==> src/rtl/multdiv_pkg.sv <==
// Shared types and constants for the multiplier/divider unit.
// Optional feature macro: MULTDIV_DIV_EN (builds the restoring divider).
package multdiv_pkg;

    typedef enum logic [1:0] {
        IDLE,
        RUN,
        DONE
    } state_t;

    typedef enum logic {
        OP_MULT,
        OP_DIV
    } op_t;

    localparam int          ITER        = 32;
    localparam logic [4:0]  RSTATUS_REG = 5'd30;
    localparam logic [31:0] EXC_MULT    = 32'd4;
    localparam logic [31:0] EXC_DIV     = 32'd5;

    // Two's-complement magnitude; 0x80000000 maps to 2^31 as an unsigned value.
    function automatic logic [31:0] magnitude(input logic [31:0] value);
        return value[31] ? (~value + 32'd1) : value;
    endfunction

endpackage

==> src/rtl/multdiv_datapath.sv <==
// Bit-serial datapath: shift-add multiplier and restoring divider on operand
// magnitudes, with the sign applied after the last iteration.
// Optional feature macro: MULTDIV_DIV_EN (without it no divider is built and
// every divide reports an exception).
module multdiv_datapath
    import multdiv_pkg::*;
(
    input  logic        clock,
    input  logic        ctrl_reset_n,
    input  logic        load,
    input  logic        step,
    input  op_t         op,
    input  logic [31:0] operand_a,
    input  logic [31:0] operand_b,
    output logic [31:0] result,
    output logic        exception
);

    logic        neg_q;
    logic [63:0] mcand_q;
    logic [63:0] product_q;
    logic [31:0] mplier_q;
    logic [63:0] signed_product;
    logic [31:0] mult_result;
    logic        mult_exc;
    logic [31:0] div_result;
    logic        div_exc;

    // Multiplier registers: load magnitudes, then add the shifted multiplicand per set multiplier bit.
    always_ff @(posedge clock or negedge ctrl_reset_n) begin
        if (!ctrl_reset_n) begin
            neg_q     <= 1'b0;
            mcand_q   <= '0;
            product_q <= '0;
            mplier_q  <= '0;
        end else if (load) begin
            neg_q     <= operand_a[31] ^ operand_b[31];
            mcand_q   <= {32'd0, magnitude(operand_a)};
            product_q <= '0;
            mplier_q  <= magnitude(operand_b);
        end else if (step && op == OP_MULT) begin
            if (mplier_q[0]) begin
                product_q <= product_q + mcand_q;
            end
            mcand_q  <= mcand_q << 1;
            mplier_q <= mplier_q >> 1;
        end
    end

    // Sign fix-up of the 64-bit product; overflow when bits 63:31 are not a pure sign extension.
    always_comb begin
        signed_product = neg_q ? (~product_q + 64'd1) : product_q;
        mult_result    = signed_product[31:0];
        mult_exc       = (signed_product[63:31] != {33{signed_product[31]}});
    end

`ifdef MULTDIV_DIV_EN
    logic [31:0] quo_q;
    logic [31:0] rem_q;
    logic [31:0] divisor_q;
    logic        div_zero_q;
    logic        div_ovf_q;
    logic [32:0] rem_shift;
    logic [32:0] rem_diff;

    // Trial subtraction of the divisor from the remainder shifted left by one dividend bit.
    always_comb begin
        rem_shift = {rem_q, quo_q[31]};
        rem_diff  = rem_shift - {1'b0, divisor_q};
    end

    // Restoring divider: keep the difference when it did not borrow, shifting in a quotient bit.
    always_ff @(posedge clock or negedge ctrl_reset_n) begin
        if (!ctrl_reset_n) begin
            quo_q      <= '0;
            rem_q      <= '0;
            divisor_q  <= '0;
            div_zero_q <= 1'b0;
            div_ovf_q  <= 1'b0;
        end else if (load) begin
            quo_q      <= magnitude(operand_a);
            rem_q      <= '0;
            divisor_q  <= magnitude(operand_b);
            div_zero_q <= (operand_b == 32'd0);
            div_ovf_q  <= (operand_a == 32'h8000_0000) && (operand_b == 32'hFFFF_FFFF);
        end else if (step && op == OP_DIV) begin
            if (!rem_diff[32]) begin
                rem_q <= rem_diff[31:0];
                quo_q <= {quo_q[30:0], 1'b1};
            end else begin
                rem_q <= rem_shift[31:0];
                quo_q <= {quo_q[30:0], 1'b0};
            end
        end
    end

    // Signed quotient, forced to zero for a zero divisor; the most-negative / -1 case wraps naturally.
    always_comb begin
        if (div_zero_q) begin
            div_result = '0;
        end else begin
            div_result = neg_q ? (~quo_q + 32'd1) : quo_q;
        end
        div_exc = div_zero_q | div_ovf_q;
    end
`else
    // No divider hardware: a divide always reports an exception with a zero quotient.
    always_comb begin
        div_result = '0;
        div_exc    = 1'b1;
    end
`endif

    // Select the finished result for the operation in flight.
    always_comb begin
        result    = (op == OP_MULT) ? mult_result : div_result;
        exception = (op == OP_MULT) ? mult_exc : div_exc;
    end

endmodule

==> src/rtl/multdiv_unit.sv <==
// Multicycle signed multiply/divide unit feeding the register file write port.
// Exceptions redirect the write to the status register r30 with an error code.
// Optional feature macro: MULTDIV_DIV_EN (without it a divide completes in one
// cycle as an exception).
module multdiv_unit #(
    parameter int WIDTH = 32,
    parameter int ITER  = 32
) (
    input  logic             clock,
    input  logic             ctrl_reset_n,
    input  logic             ctrl_MULT,
    input  logic             ctrl_DIV,
    input  logic [4:0]       ctrl_destReg,
    input  logic [WIDTH-1:0] data_operandA,
    input  logic [WIDTH-1:0] data_operandB,
    output logic             busy,
    output logic             data_resultRDY,
    output logic             data_exception,
    output logic             ctrl_writeEnable,
    output logic [4:0]       ctrl_writeReg,
    output logic [WIDTH-1:0] data_writeReg
);

    import multdiv_pkg::*;

    localparam int CNT_W = $clog2(ITER);

    state_t           state_q;
    state_t           state_d;
    op_t              op_q;
    logic [4:0]       dest_q;
    logic [CNT_W-1:0] count_q;
    logic             load;
    logic             step;
    logic [31:0]      dp_result;
    logic             dp_exc;

    // State register.
    always_ff @(posedge clock or negedge ctrl_reset_n) begin
        if (!ctrl_reset_n) begin
            state_q <= IDLE;
        end else begin
            state_q <= state_d;
        end
    end

    // Next-state logic: a start is only honoured in IDLE, multiply taking priority over divide.
    always_comb begin
        state_d = state_q;
        load    = 1'b0;
        step    = 1'b0;
        case (state_q)
            IDLE: begin
                if (ctrl_MULT || ctrl_DIV) begin
                    load = 1'b1;
`ifdef MULTDIV_DIV_EN
                    state_d = RUN;
`else
                    state_d = ctrl_MULT ? RUN : DONE;
`endif
                end
            end
            RUN: begin
                step = 1'b1;
                if (count_q == CNT_W'(ITER - 1)) begin
                    state_d = DONE;
                end
            end
            DONE: begin
                state_d = IDLE;
            end
            default: begin
                state_d = IDLE;
            end
        endcase
    end

    // Iteration counter plus the operation and destination captured at start.
    always_ff @(posedge clock or negedge ctrl_reset_n) begin
        if (!ctrl_reset_n) begin
            count_q <= '0;
            op_q    <= OP_MULT;
            dest_q  <= '0;
        end else begin
            if (load) begin
                op_q   <= ctrl_MULT ? OP_MULT : OP_DIV;
                dest_q <= ctrl_destReg;
            end
            if (state_q == RUN) begin
                count_q <= count_q + CNT_W'(1);
            end else begin
                count_q <= '0;
            end
        end
    end

    multdiv_datapath u_datapath (
        .clock        (clock),
        .ctrl_reset_n (ctrl_reset_n),
        .load         (load),
        .step         (step),
        .op           (op_q),
        .operand_a    (data_operandA),
        .operand_b    (data_operandB),
        .result       (dp_result),
        .exception    (dp_exc)
    );

    // Writeback only in DONE: normal results go to the destination (r0 suppressed), errors go to r30.
    always_comb begin
        busy             = (state_q != IDLE);
        data_resultRDY   = (state_q == DONE);
        data_exception   = 1'b0;
        ctrl_writeEnable = 1'b0;
        ctrl_writeReg    = '0;
        data_writeReg    = '0;
        if (state_q == DONE) begin
            data_exception = dp_exc;
            if (dp_exc) begin
                ctrl_writeEnable = 1'b1;
                ctrl_writeReg    = RSTATUS_REG;
                data_writeReg    = (op_q == OP_MULT) ? EXC_MULT : EXC_DIV;
            end else begin
                ctrl_writeEnable = (dest_q != 5'd0);
                ctrl_writeReg    = dest_q;
                data_writeReg    = dp_result;
            end
        end
    end

endmodule
==> config.mk <==
export PLATFORM = sky130hd
export DESIGN_NAME = multdiv_unit
export DESIGN_NICKNAME = d
export VERILOG_FILES = /design/src/rtl/multdiv_pkg.sv /design/src/rtl/multdiv_datapath.sv /design/src/rtl/multdiv_unit.sv
export SDC_FILE = /design/constraint.sdc
export NUM_CORES = 1
export LEC_CHECK = 0
export ABC_AREA = 1
export CORE_MARGIN = 2
export CORE_UTILIZATION = 60
export CTS_CLUSTER_DIAMETER = 60
export CTS_CLUSTER_SIZE = 14
export DETAILED_ROUTE_END_ITERATION = 6
export PLACE_DENSITY = 0.88
export SYNTH_ARGS = -nofsm -noshare
export SYNTH_HDL_FRONTEND = slang
export SYNTH_SLANG_ARGS = --single-unit
==> constraint.sdc <==
create_clock -name clock -period 4.8 [get_ports clock]
set_clock_uncertainty 0.05 [all_clocks]
set_input_delay 0.48 -clock clock [delete_from_list [all_inputs] [get_ports clock]]
set_output_delay 0.48 -clock clock [all_outputs]
set_load 0.01 [all_outputs]
# == Word-level counts from Yosys, hierarchy flattened ==
# Cells that the tools add are included.
# W data, S select, Z words.
# classes
n_mux,29
n_addsub,5
eq_ne,6
n_reduce_logical,9
bitwise,5
# op_table
operator,n
$mux W64,6
$mux W32,7
$add A32 B1 Y32 const B,2
$add A64 B1 Y64 const B,1
$add A64 B64 Y64,1
$not A32 Y32,2
$not A64 Y64,1
$ne A32 B32 Y1,1
$mux W5,3
$mux W1,9
$mux W2,3
$reduce_bool A2 Y1,3
$add A5 B1 Y5 const B,1
$eq A5 B5 Y1 const B,1
$reduce_bool A5 Y1,1
$ne A2 B2 Y1 const B,2
$pmux W2 S2,1
$reduce_and A2 Y1,2
$eq A2 B1 Y1 const B,1
$eq A2 B2 Y1 const B,1
$logic_not A2 Y1,1
$logic_and A1 B1 Y1,1
$logic_or A1 B1 Y1,1
$not A1 Y1,1
$xor A1 B1 Y1,1
# totals
regBits,174

# == Depth between registers and ports, before layout ==
# Gate-level depths: netlist of the first run.
# logic_depth
ltp_word,7
mapped_depth,20
ltp_nobuf,20

# == Modules after synthesis ==
# A second synthesis of the first run with hierarchy kept.
# unflattened
hier_cells,2678
area_unflattened_um2,16258.1
# by_module_without_submodules
module,cells_per_inst,seq_area_each_um2,n_inst,area_each_um2
multdiv_datapath,2525,4028.9,1,15334.7
multdiv_unit,153,325.3,1,923.4

# == Worst setup path after synthesis of the first run ==
# OpenSTA, ideal clock, no wires.
# synth_timing
path_type,register to output
start,reg u_datapath.product_q[1]
end,out data_writeReg[11]
slack_ps,1937
stages_incl_launch_ff,20
path_buffers,1
required_time_ps,4270
t_arrival_ps,2333
path_cell_list,dfrtp_1 inv_1 ha_1 nand2_1 nand2_2 nand2_1 nor2_4 nand2_2 nor2_2 nand3_1 nand2_1 nand2_1 nand2_1 nand2_1 inv_1 nand3_1 nor2_4 nand4_4 buf_6 nor2_2
# synth_via
elab_chain_cells,7
word_cells_on_any_way,8
cone_classes,add/sub (1); eq/ne (1); mux (5); bitwise (1)
# synth_lines
element,line_no,rtl
start: declaration,multdiv_datapath.sv:21,logic [63:0] product_q;
start signal: assignment,multdiv_datapath.sv:43,product_q <= product_q + mcand_q;
$not A64 Y64 *,multdiv_datapath.sv:52,signed_product = neg_q ? (~product_q + 64'd1) : product_q;
$add A64 B1 Y64 *,multdiv_datapath.sv:52,
$mux W64 *,multdiv_datapath.sv:52,
$ne A32 B32 Y1,multdiv_datapath.sv:54,mult_exc = (signed_product[63:31] != {33{signed_product[31]}});
$mux W1,multdiv_datapath.sv:117,exception = (op == OP_MULT) ? mult_exc : div_exc;
$mux W32 *,multdiv_unit.sv:119,if (dp_exc) begin
$mux W32 *,multdiv_unit.sv:117,if (state_q == DONE) begin
end: declaration,multdiv_unit.sv:21,output logic [WIDTH-1:0] data_writeReg
# Every way passes the cells marked *; elsewhere a longest branch is shown, timed or not.

# == Worst setup path in the final report of the first run ==
# layout_timing
start,reg u_datapath.product_q[20]
end,out data_writeReg[31]
# Same word-level chain as after synthesis.

==> flow_summary_export.csv, run 1 <==
group,metric,value,unit
floorplanning,die_y,166,um
final_layout,num_antenna_cells,0,
hold_path,worstHoldPathType,"in -> async",
critical_path,crit_type,"reg -> out",
critical_path,worstReg2RegEnd,"u_datapath.product_q[38]",
logic_synthesis,synth_cell_types,51,
drt,vias,18100,
drt,wl_per_cell,19.4,um
critical_path,worstReg2RegStart,"u_datapath.product_q[6]",
floorplanning,die_area,27400,um2
critical_path,slowest_stage,"clkdlybuf4s50_1",
run_status,status,"complete, but fails checks",
clock_network,clkLatencyLatePin,0.47,ns
logic_synthesis,synthCells,2505,
grt,grt_pass1_wl,89800,um
pwr,internal_power,5.69,mW
sta,layout_setup_ws,0.136,ns
run,drv_cap,0,
place,placed_area,17100,um2
clock_network,tritoncts,"yes",
sta,min_period_over_period,97.2,%
critical_path,cp_max_fo,31,
grt,grt_pass1_vias,16900,
sta,period_needed,4.66,ns
drt,drt_pass1_iterations,7,
place,pre_cts_ws,0.593,ns
floorplanning,dieWidth,166,um
pwr,p_clk_share,11.1,%
logic_synthesis,yosysTopAreaCellShare,27.8,%
clock_network,numCtsBuffers,17,
critical_path,critPathArrivalTime,4.13,ns
critical_path,cp-end-kind,"output port",
critical_path,r2r_cells,11,
floorplanning,initial_core_util,60.7,%
clock_network,clock_path_buffers,2,
final_layout,layout-drive-gt1-share,4.84,%
final_layout,area_growth,13.1,%
sta,relSlewSlack,36.9,%
pwr,power.total,14.0,mW
floorplanning,io_pins,114,
sta,tns,0,ns
logic_synthesis,syn_avg_cell_area,6.26,um2
place,dp_cells,2905,
final_layout,final_cells,2937,
pwr,p_sw,8.30,mW
drt,totalWireLength,57100,um
final_layout,fin_util,68.6,%
sta,holdWs,0.0151,ns
drt,drt_iter0_markers,2233,
pwr,p_sw_share,59.3,%
grt,grt_max_degree,95,
pwr,ir_drop,0.748,mV
logic_synthesis,synth-seq-cells,174,
logic_synthesis,yosysTopAreaCell,"dfrtp_1",
logic_synthesis,synthTopCellsByArea,"dfrtp_1 28%, nand2_1 16%, o21ai_0 8.6%",
pwr,p_leak,8.70,nW
logic_synthesis,synth_fp_nets,2647,
clock_network,htreeDepth,4,
place,io_buffer_count,113,
final_layout,final_common_cell,"nand2_1",
final_layout,fin_area,17700,um2
grt,grt_use_total,40.9,%
clock_network,clkTransAtPathRegs,0.11,ns
final_layout,final_cell_mix,"657 x nand2_1, 329 x nor2_1, 294 x inv_1, 269 x o21ai_0, 192 x a21oi_1",
grt,grt_antenna_before_repair,1,
grt,grt_remaining_overflow,0,
sta,rsz0062_at_grt,"no",
final_layout,nFillCells,2218,
drt,via_per_inst,6.15,
sta,final_hold_viol_count,0,
logic_synthesis,netlist_area,15700,um2
pwr,pwr-share-comb,67.3,%
critical_path,required,4.27,ns
place,dp_hpwl,43800,um
sta,finalSetupViolations,0,
clock_network,postCtsSetupBuffers,0,
clock_network,cts_hold_buf,0,
floorplanning,core,25800,um2
logic_synthesis,yosysWarnings,0,
critical_path,crit_chain,"nor2_1, nand2_1, nor2_1, nand2_1, a21oi_2, nand3_1, nand3_1, nand2_1, nor2_1, nand3_1, nor2_4, nand4_4, buf_6, nor2_1, clkdlybuf4s50_1",
final_layout,fin_nets,2731,
sta,fmax,0.214,GHz
critical_path,r2r_slack,1.38,ns
run_status,violations,"DRC",
clock_network,cts-root-buf,"clkbuf_16",
pwr,power_frac_seq,21.6,%
pwr,p_per_area,789,nW/um2
floorplanning,rows,59,
clock_network,post_cts_resized,0,
place,gp_congestion,0.993,
drt,ant_nets,0,
logic_synthesis,synth-seq-area-share,27.8,%
drt,post-route-drc-count,1,
sta,tightest_slew,0.947,ns
critical_path,cpMostUsedCell,"nor2_1",
sta,drv_slew,0,
critical_path,start_kind,"register",
critical_path,slowest_delay,0.55,ns
clock_network,clock_sinks,174,
[state kept, by name, indices dropped and copies added (netlist names)]
| signal | flops |
|---|---|
| u_datapath.mcand_q | 64 |
| u_datapath.neg_q | 1 |
| dest_q | 5 |
| op_q | 1 |
| u_datapath.mplier_q | 32 |
| state_q | 2 |
| count_q | 5 |
| u_datapath.product_q | 64 |
[final cells by class]
cell class	instances	area [um2]	share of cell area, %
clock inverters	15	206	1.16
flip-flops and latches	174	4350	24.6
repair buffers	132	1280	7.21
well taps	335	419	2.36
inverters	298	1120	6.31
clock buffers	17	425	2.40
multi-input cells	1966	9930	56.0
[power by group through the flow]
stage / sequential, mW / combinational, mW / clock (mW)
final: 3.01 / 9.42 / 1.55
after global routing: 3.03 / 10.4 / 1.60
after CTS: 2.93 / 9.17 / 1.54
after detailed placement: 2.95 / 9.08 / 0
after global placement: 2.91 / 8.94 / 0
after floorplan: 2.56 / 6.61 / 0
[critical path, delay by kind of cell (launching register included)]
kind                   cells  cell delay (ns)
AOI/OAI and AO/OA          1             0.35
buffers and inverters      2             0.81
DFF                        1             0.47
and+or+nand+nor           12             2.01
[worst max path at each step]
stage / from / end / cells past startpoint
detailed placement: u_datapath.product_q[28] / data_writeReg[31] / 17
finish: u_datapath.product_q[20] / data_writeReg[31] / 15
global route: u_datapath.product_q[27] / data_writeReg[12] / 19
floorplan: u_datapath.product_q[1] / data_writeReg[11] / 19
CTS: u_datapath.product_q[35] / data_writeReg[31] / 17
global placement: u_datapath.product_q[28] / data_writeReg[31] / 17
[logic make-up after synthesis]
group	synth area share (%)
compound gates	19.3
xor+xnor	4.86
flops	27.8
simple gates	33.5
fa+ha+maj	5.55
buf+inv	9.06
[metal layers]
| layer | global-route usage, % | up-vias | routed length [um] |
|---|---|---|---|
| li1 | - | 8380 | - |
| met1 | 54.9 | 8273 | 22300 |
| met2 | 65.4 | 1230 | 25200 |
| met3 | 9.37 | 194 | 7490 |
| met4 | 14.0 | 0 | 2150 |
| met5 | 0 | - | 0 |
[synthesized netlist by cell type (all sizes together)]
cell type  count
o21bai         5
o211ai        11
nor3          31
o311ai         1
o21a           7
a41o           1
a21o           8
inv          296
a31oi         16
nor2         379
nand2        664
nand3b         6
a21oi        194
xnor2         17
clkbuf        50
o221ai         4
xor2          70
a211oi         1
or2            8
o22ai         22
ha            68
a311oi         1
nand3        121
nor4          10
nand4         27
o31ai          8
a32o           1
dfrtp        174
fa             1
buf           17
and3           3
or3            1
a21boi         6
o21ai        274
clkinv         2
No activity file was read; power rests on OpenSTA's default activity.
==> run 2: changes to the inputs <==
CORE_ASPECT_RATIO = 1.4   (was not set)
==> flow_summary_export.csv, run 2 (same netlist as run 1, synthesis figures left out) <==
group,metric,value,unit
pwr,p_per_area,774,nW/um2
sta,finalSetupViolations,0,
critical_path,startpoint,"u_datapath.product_q[0]",
drt,wl_met3,3380,um
floorplanning,initial_core_util,60.5,%
clock_network,numCtsBuffers,17,
critical_path,cp-end-kind,"output port",
final_layout,top_regs,"u_datapath.mcand_q: 64 flops, u_datapath.product_q: 64 flops, u_datapath.mplier_q: 32 flops",
grt,grt_use_total,40.7,%
critical_path,r2r_cells,11,
drt,ant_nets,0,
critical_path,crit_type,"reg -> out",
final_layout,final_cell_mix,"657 x nand2_1, 327 x nor2_1, 294 x inv_1, 270 x o21ai_0, 192 x a21oi_1",
pwr,p_leak,8.65,nW
final_layout,multi_input_area,9930,um2
floorplanning,rows,70,
drt,routed.top_layer,"met4",
sta,tns,0,ns
final_layout,nFillCells,2303,
place,io_buffer_count,113,
sta,tightest_slew,1.06,ns
floorplanning,dieWidth,141,um
clock_network,post_cts_resized,1,
grt,grt_antenna_before_repair,0,
place,dp_hpwl,45000,um
pwr,power.total,13.6,mW
run_status,status,"finished, final reports clean",
grt,grt_remaining_overflow,0,
drt,met2WireLength,27300,um
clock_network,postCtsSetupBuffers,0,
sta,fmax,0.217,GHz
final_layout,fin_nets,2728,
drt,drt-met1-wl,20300,um
run,drv_cap,0,
drt,via_per_inst,6.00,
critical_path,worstReg2RegStart,"u_datapath.product_q[0]",
place,gp_congestion,1.12,
sta,final_hold_viol_count,0,
critical_path,cpMostUsedCell,"nand2_1",
critical_path,crit_family,"simple AND/OR/NAND/NOR gates",
drt,wl_per_cell,19.2,um
clock_network,cts-root-buf,"clkbuf_16",
sta,period_needed,4.60,ns
drt,post-route-drc-count,0,
grt,grt_pass1_vias,16800,
critical_path,crit_end,"data_writeReg[20]",
hold_path,worstHoldPathType,"in -> async",
clock_network,clock_sinks,174,
final_layout,ff_latch_area,4360,um2
sta,relSlewSlack,29.0,%
critical_path,cp_max_fo,30,
sta,min_period_over_period,95.9,%
final_layout,area_growth,12.5,%
critical_path,slowest_stage,"clkdlybuf4s50_1",
clock_network,htreeDepth,4,
floorplanning,core,25900,um2
critical_path,crit_chain,"inv_1, ha_1, nand2_1, o21ai_2, o21ai_1, nor2_2, nand3_1, nand2_1, nand2_1, nand2_1, inv_1, nor2_1, nand3_1, nor2_4, nand4_4, buf_8, nor2_2, clkdlybuf4s50_1",
critical_path,slowest_delay,0.55,ns
final_layout,num_antenna_cells,0,
drt,vias,17600,
critical_path,path_depth,18,
pwr,ir_drop,0.401,mV
drt,totalWireLength,56100,um
floorplanning,die_y,195,um
drt,drt_iter0_markers,1480,
drt,drt_pass1_iterations,6,
floorplanning,die_area,27500,um2
critical_path,cp_num_buf_inv,4,
clock_network,tritoncts,"yes",
critical_path,r2r_slack,1.30,ns
grt,grt_pass1_wl,87400,um
sta,drv_slew,0,
clock_network,clkLatencyLatePin,0.45,ns
critical_path,required,4.27,ns
critical_path,worstReg2RegEnd,"u_datapath.product_q[54]",
clock_network,clock_path_buffers,2,
final_layout,final_common_cell,"nand2_1",
final_layout,layout-drive-gt1-share,4.77,%
critical_path,critPathArrivalTime,4.07,ns
clock_network,clkTransAtPathRegs,0.07,ns
sta,rsz0062_at_grt,"no",
critical_path,start_kind,"register",
grt,grt_max_degree,93,
clock_network,cts_hold_buf,0,
floorplanning,io_pins,114,
run 2: cell types whose count changed in the layout (fill, tap and decap cells not counted), sizes merged:
| cell | change |
|---|---|
| buf | -3 |
| clkbuf | +3 |
| clkinv | +2 |
| clkinvlp | +2 |
| inv | -7 |
run 2: layer usage:
metal  global-route usage, %  vias up
li1                        -     8375
met1                    45.2     8031
met2                    69.9      882
met3                    5.03      262
met4                    32.2        0
met5                       0        -
run 2: worst min-delay path by stage:
stage / from / to / slack (ns) / cells past startpoint
2_1_floorplan: ctrl_reset_n / count_q[0] / 0.13 / 0
3_3_place_gp: count_q[0] / count_q[0] / 0.40 / 1
3_5_place_dp: u_datapath.mplier_q[4] / u_datapath.mplier_q[4] / 0.42 / 2
4_1_cts: ctrl_reset_n / u_datapath.product_q[3] / 0.07 / 1
5_1_grt: ctrl_reset_n / u_datapath.product_q[7] / 0.10 / 1
6_report: ctrl_reset_n / u_datapath.product_q[3] / 0.03 / 1
run 2: stage by stage:
stage	instances	worst slack [ns]	cell area [um2]	util, %	hold slack (ns)
6_report	2923	0.199	17600	68.0	0.0282
5_1_grt	2923	0.00642	17600	68.0	0.102
3_5_place_dp	2891	0.472	17100	65.8	0.415
2_1_floorplan	2505	1.94	15700	-	0.134
3_3_place_gp	2891	0.486	17100	65.8	0.395
4_1_cts	2923	0.0958	17600	68.0	0.0668
run 2: cell type report:
class                      count  share of cell area (%)
multi-input combinational   1966                    56.3
sequential                   174                    24.7
timing repair buffer         129                    7.21
inverter                     298                    6.34
clock buffer                  20                    2.53
tap                          324                    2.30
clock inverter                12                   0.603
run 2: power breakdown:
part           switching (mW)  leakage [nW]  internal (mW)
Sequential              0.858          2.25           2.12
Combinational            6.49          6.13           2.82
Clock                   0.660         0.269          0.692
